## config.mk

```make
export PLATFORM = sky130hd
export DESIGN_NAME = byte_striping
export DESIGN_NICKNAME = d
export VERILOG_FILES = /design/src/rtl/byte_striping.sv
export SDC_FILE = /design/constraint.sdc
export NUM_CORES = 1
export LEC_CHECK = 0
export BUFFER_PORTS_ARGS = -buffer_cell sky130_fd_sc_hd__buf_2
export CAP_MARGIN = 20
export CORE_UTILIZATION = 45
export DETAILED_ROUTE_END_ITERATION = 6
export GPL_TIMING_DRIVEN = 0
export PLACE_DENSITY_LB_ADDON = 0.2
export RECOVER_POWER = 25
export SLEW_MARGIN = 20
export SYNTH_ARGS = -nofsm -noshare
export SYNTH_HDL_FRONTEND = slang
export SYNTH_SLANG_ARGS = --single-unit
```

## constraint.sdc

```tcl
create_clock -name clk_2f -period 2.4 [get_ports clk_2f]
set_input_delay 0.12 -clock clk_2f [delete_from_list [all_inputs] [get_ports clk_2f]]
set_output_delay 0.12 -clock clk_2f [all_outputs]
set_load 0.05 [all_outputs]
```

## src/rtl/byte_striping.sv

```systemverilog
// rtl/byte_striping.sv - splits a 2f word stream into an aligned half-rate lane_0/lane_1 pair
// Optional STRIPE_STATS_EN: adds saturating per-lane valid word counters word_cnt_0/word_cnt_1.
module byte_striping #(
    parameter int DATA_W = 32
) (
    input  logic              clk_2f,
    input  logic              reset,
    input  logic [DATA_W-1:0] data_in,
    input  logic              valid_in,
    output logic [DATA_W-1:0] lane_0,
    output logic [DATA_W-1:0] lane_1,
    output logic              valid_0,
    output logic              valid_1,
    output logic              pair_stb,
    output logic              err_unbal
`ifdef STRIPE_STATS_EN
    ,
    output logic [15:0]       word_cnt_0,
    output logic [15:0]       word_cnt_1
`endif
);

    logic              r_sel;
    logic [DATA_W-1:0] r_hold_data;
    logic              r_hold_valid;
    logic [DATA_W-1:0] r_lane_0;
    logic [DATA_W-1:0] r_lane_1;
    logic              r_valid_0;
    logic              r_valid_1;
    logic              r_pair_stb;
    logic              r_err_unbal;
    logic [DATA_W-1:0] w_data_masked;

    // Invalid slots carry zeros so stale data never reaches a lane.
    assign w_data_masked = valid_in ? data_in : '0;

    always_ff @(posedge clk_2f) begin
        if (reset) begin
            r_sel        <= 1'b0;
            r_hold_data  <= '0;
            r_hold_valid <= 1'b0;
            r_lane_0     <= '0;
            r_lane_1     <= '0;
            r_valid_0    <= 1'b0;
            r_valid_1    <= 1'b0;
            r_pair_stb   <= 1'b0;
            r_err_unbal  <= 1'b0;
        end else begin
            r_sel <= ~r_sel;
            if (!r_sel) begin
                r_hold_data  <= w_data_masked;
                r_hold_valid <= valid_in;
                r_pair_stb   <= 1'b0;
                r_err_unbal  <= 1'b0;
            end else begin
                r_lane_0    <= r_hold_data;
                r_valid_0   <= r_hold_valid;
                r_lane_1    <= w_data_masked;
                r_valid_1   <= valid_in;
                r_pair_stb  <= 1'b1;
                r_err_unbal <= r_hold_valid ^ valid_in;
            end
        end
    end

    assign lane_0    = r_lane_0;
    assign lane_1    = r_lane_1;
    assign valid_0   = r_valid_0;
    assign valid_1   = r_valid_1;
    assign pair_stb  = r_pair_stb;
    assign err_unbal = r_err_unbal;

`ifdef STRIPE_STATS_EN
    logic [15:0] r_word_cnt_0;
    logic [15:0] r_word_cnt_1;

    always_ff @(posedge clk_2f) begin
        if (reset) begin
            r_word_cnt_0 <= '0;
            r_word_cnt_1 <= '0;
        end else if (r_sel) begin
            if (r_hold_valid && (r_word_cnt_0 != 16'hFFFF))
                r_word_cnt_0 <= r_word_cnt_0 + 16'd1;
            if (valid_in && (r_word_cnt_1 != 16'hFFFF))
                r_word_cnt_1 <= r_word_cnt_1 + 16'd1;
        end
    end

    assign word_cnt_0 = r_word_cnt_0;
    assign word_cnt_1 = r_word_cnt_1;
`endif

endmodule

```

# After elaboration in Yosys (flattened, before gate mapping)

Index checks and enable logic that the tools add are counted.

Mux-type cells: 2
Bitwise logic cells: 2
Reduce and logical (&&, ||, !) cells: 1

Operators by type and width:

| cell               | count |
|---|---|
| 32-bit 2-to-1 mux  | 1 |
| 2-bit OR reduction | 1 |
| 1-bit 2-to-1 mux   | 1 |
| 1-bit NOT          | 1 |
| 1-bit XOR          | 1 |

Register bits: 102
Bits of input ports: 35
Output and inout bits: 68

# Logic depth before layout (Yosys ltp)

Word-level depth: 2
Gate-level depth with buffers: 5

# Worst setup path after synthesis

No wires, ideal clock.

Kind: reg2reg
Start point: register r_sel
End point: register r_valid_1, in the netlist valid_1
Setup time: 128 ps
Arrival: 871 ps
Data required time: 2,272 ps
Path slack: 1,401 ps
Cell stages (with the launch flop): 5
Buffers on the path: 2
Clock period less this slack: 999 ps
Cells stage by stage: dfxtp_1 buf_4 buf_4 mux2i_1 nor2_1

RTL lines:

| what                   | RTL line | source |
|---|---|---|
| from (decl)            | 23       | `logic r_sel;` |
| from (signal assigned) | 49       | `r_sel <= ~r_sel;` |
| to (signal assigned)   | 59       | `r_valid_1 <= valid_in;` |
| to (decl)              | 29       | `logic r_valid_1;` |

==> flow_summary.toml <==
[status]
status = "finished clean"

[placement]
dp_cells = 579
globalplace.congestion = 0.7841
placed_area_mm2 = 0.004521
pre_cts_slack_ps = 1262
numPortBuffers = 101
hpwl_mm = 6.138

[job]
cap_viol_max_count = 0

[synth]
ys_seq_elements = 102
synth_top_area_share_pct = 52.58
ys_seq_area_share_pct = 52.58
syn_area_mm2 = 0.003884
synthCells = 373
yosys-top-cells-area = "dfxtp_1 53%, o22ai_2 17%, nand2b_1 11%"
ys_warn_count = 0
syn_nets = 408
ys_types = 16
yosysTopAreaCell = "dfxtp_1"
avgSynthCellArea_um2 = 10.41

[layout]
antennaDiodeCount = 0
nFillCells = 781
fin_nets = 520
stdcell_count = 593
postLayoutCellArea_mm2 = 0.004711
drive_above_1_share_pct = 32.38
syn2layout_area_growth_pct = 21.30

[die]
row_count = 33
die_y_um = 94.90
core-area_mm2 = 0.008299
die_x_um = 94.90
ios = 103
initial_core_util_pct = 46.80
fp.dieArea_mm2 = 0.009006

[routing]
ant_nets = 0
drt-initial-drc-count = 62
vias = 2982
wire_per_inst_um = 14.61
via_per_inst = 5.029
first_pass_iters = 4
wirelength_mm = 8.661
route.detailed.drc = 0

[timing]
finalSetupTns_ps = 0
slew_viol_final = 0
slew-limit-headroom_pct = 54.81
layout_setup_ws_ps = 880.9
rsz0062_at_grt = "false"
setup_viol = 0
finalCritPeriodShare_pct = 63.30
hold_viol = 0
finClkSkew_ps = 11.43
clock.fmax_ghz = 0.6583
worst_pin_slew_ps = 677.9
layout_min_cycle_time_ps = 1519

[pwr]
p_per_area_mw_per_mm2 = 766.4
power_leakage_nw = 1.821
vdd_drop_max_mv = 0.3329

[global_route]
gr-usage-met2_pct = 34.11
antenna_found_initial = 0
overflow = 0
grt_pass1_wl_mm = 14.05
busiest_layer = "met2"
use_met1_pct = 26.19
grt_pass1_vias = 2893
grt_use_met3_pct = 4.026
grt_usage_pct = 20.66
grt_max_degree = 16

[clock_tree]
cts_setup_buffers = 0
htreeDepth = 3
clk_pin_slew_ps = 90
cts_repair_resize_count = 0
clkLatencyLatePin_ps = 360
cts_sinks = 102
cts_tree = "built"
ctsLongestPathBuffers = 2
cts-root-buf = "clkbuf_8"
holdBufCountCts = 0
cts_buffers = 9

[critical_path]
critPathCaptureType = "flip-flop"
cp_common_cell = "clkbuf_1"
cp_slowest_cell = "clkbuf_1"
cp-start-kind = "flip-flop"
path_cells = "nand2b_4 -> clkbuf_1 -> clkbuf_1 -> o22ai_1"
required_ps = 2620
cp_data_arrival_time_ps = 1740
critPathMaxFanout = 10
critPathMaxStageDelay_ps = 500
crit_type = "flip-flop to flip-flop"

[hold_path]
min-delay-path-class = "primary input to flip-flop"
-- critical path: cells and delay by family, from the launching register on --
| kind | cells | cell delay [ps] |
|---|---|---|
| buffers and inverters | 2 | 830 |
| flip-flops | 1 | 350 |
| AO/OA/AOI/OAI | 1 | 140 |
| AND/OR/NAND/NOR | 1 | 70 |
-- final timing paths --
path / from / end / slack [ps] / cells past startpoint
worst min register to register: lane_0[11] / lane_0[11] / 470 / 2
worst max register to register: r_sel / lane_1[28] / 880 / 4
worst max-delay path: r_sel / lane_1[28] / 880 / 4
worst min-delay path: data_in[28] / r_hold_data[28] / 40 / 3
-- report_power, final --
part	switching [mW]	internal, mW	total, mW
combinational	0.313	0.152	0.465
clock	0.550	0.815	1.36
sequential	0.0268	1.75	1.78
total	0.889	2.72	3.61
-- synth_stat cells, drive strengths merged --
cell type	count
o22ai	64
dfxtp	102
clkbuf	3
inv	2
mux2i	1
nand2b	67
buf	31
a21oi	34
nand2	65
xnor2	1
or2	1
nor2	2
-- stage by stage --
step                power (mW)  hold slack [ps]  utilization (%)
CTS                      3.647            28.36            57.58
finish                   3.610            38.66            56.76
floorplan                2.175            300.7                -
global placement         2.293            414.7            54.47
detailed placement       2.298            418.8            54.47
global route             3.746            54.59            56.76
-- kinds of logic (layout without fill, tap and decap cells) --
logic type | after synthesis | after routing | synth area share, %
and+or+nand+nor | 135 | 135 | 17.62
DFF | 102 | 102 | 52.58
muxes | 1 | 1 | 0.2577
AOI/OAI and AO/OA | 98 | 98 | 23.23
buffers and inverters | 36 | 151 | 6.089
xor gates and xnor gates | 1 | 1 | 0.2256
-- flip-flops by register name, indices dropped and copies added (netlist names) --
signal        flops
valid_0           1
pair_stb          1
lane_1           32
r_hold_data      32
r_sel             1
lane_0           32
r_hold_valid      1
valid_1           1
err_unbal         1
-- cells in the final DEF (no fill, tap or decap), drive strengths merged --
master  instances
xnor2           1
o22ai          64
clkbuf         55
nand2b         67
dfxtp         102
bufinv          4
a21oi          34
mux2i           1
nand2          65
inv             2
or2             1
buf            90
nor2            2
-- per-layer routing --
layer | part of all wire [%] | vias up | routed length, um
met5 | 0 | - | 0
met1 | 45 | 1397 | 3922
met3 | 5.0 | 16 | 433
li1 | - | 1491 | -
met4 | 1.9 | 0 | 163
met2 | 48 | 78 | 4141
-- final cells by class --
cell class	count	area, um2	area share, %
Multi-Input combinational cell	235	1605	34.08
Tap cell	105	131.4	2.789
Clock inverter	4	120.1	2.550
Buffer	34	207.7	4.409
Clock buffer	10	137.6	2.922
Timing Repair Buffer	101	459.2	9.748
Inverter	2	7.507	0.1594
Sequential cell	102	2042	43.35
No activity file was read; power rests on OpenSTA's default activity.
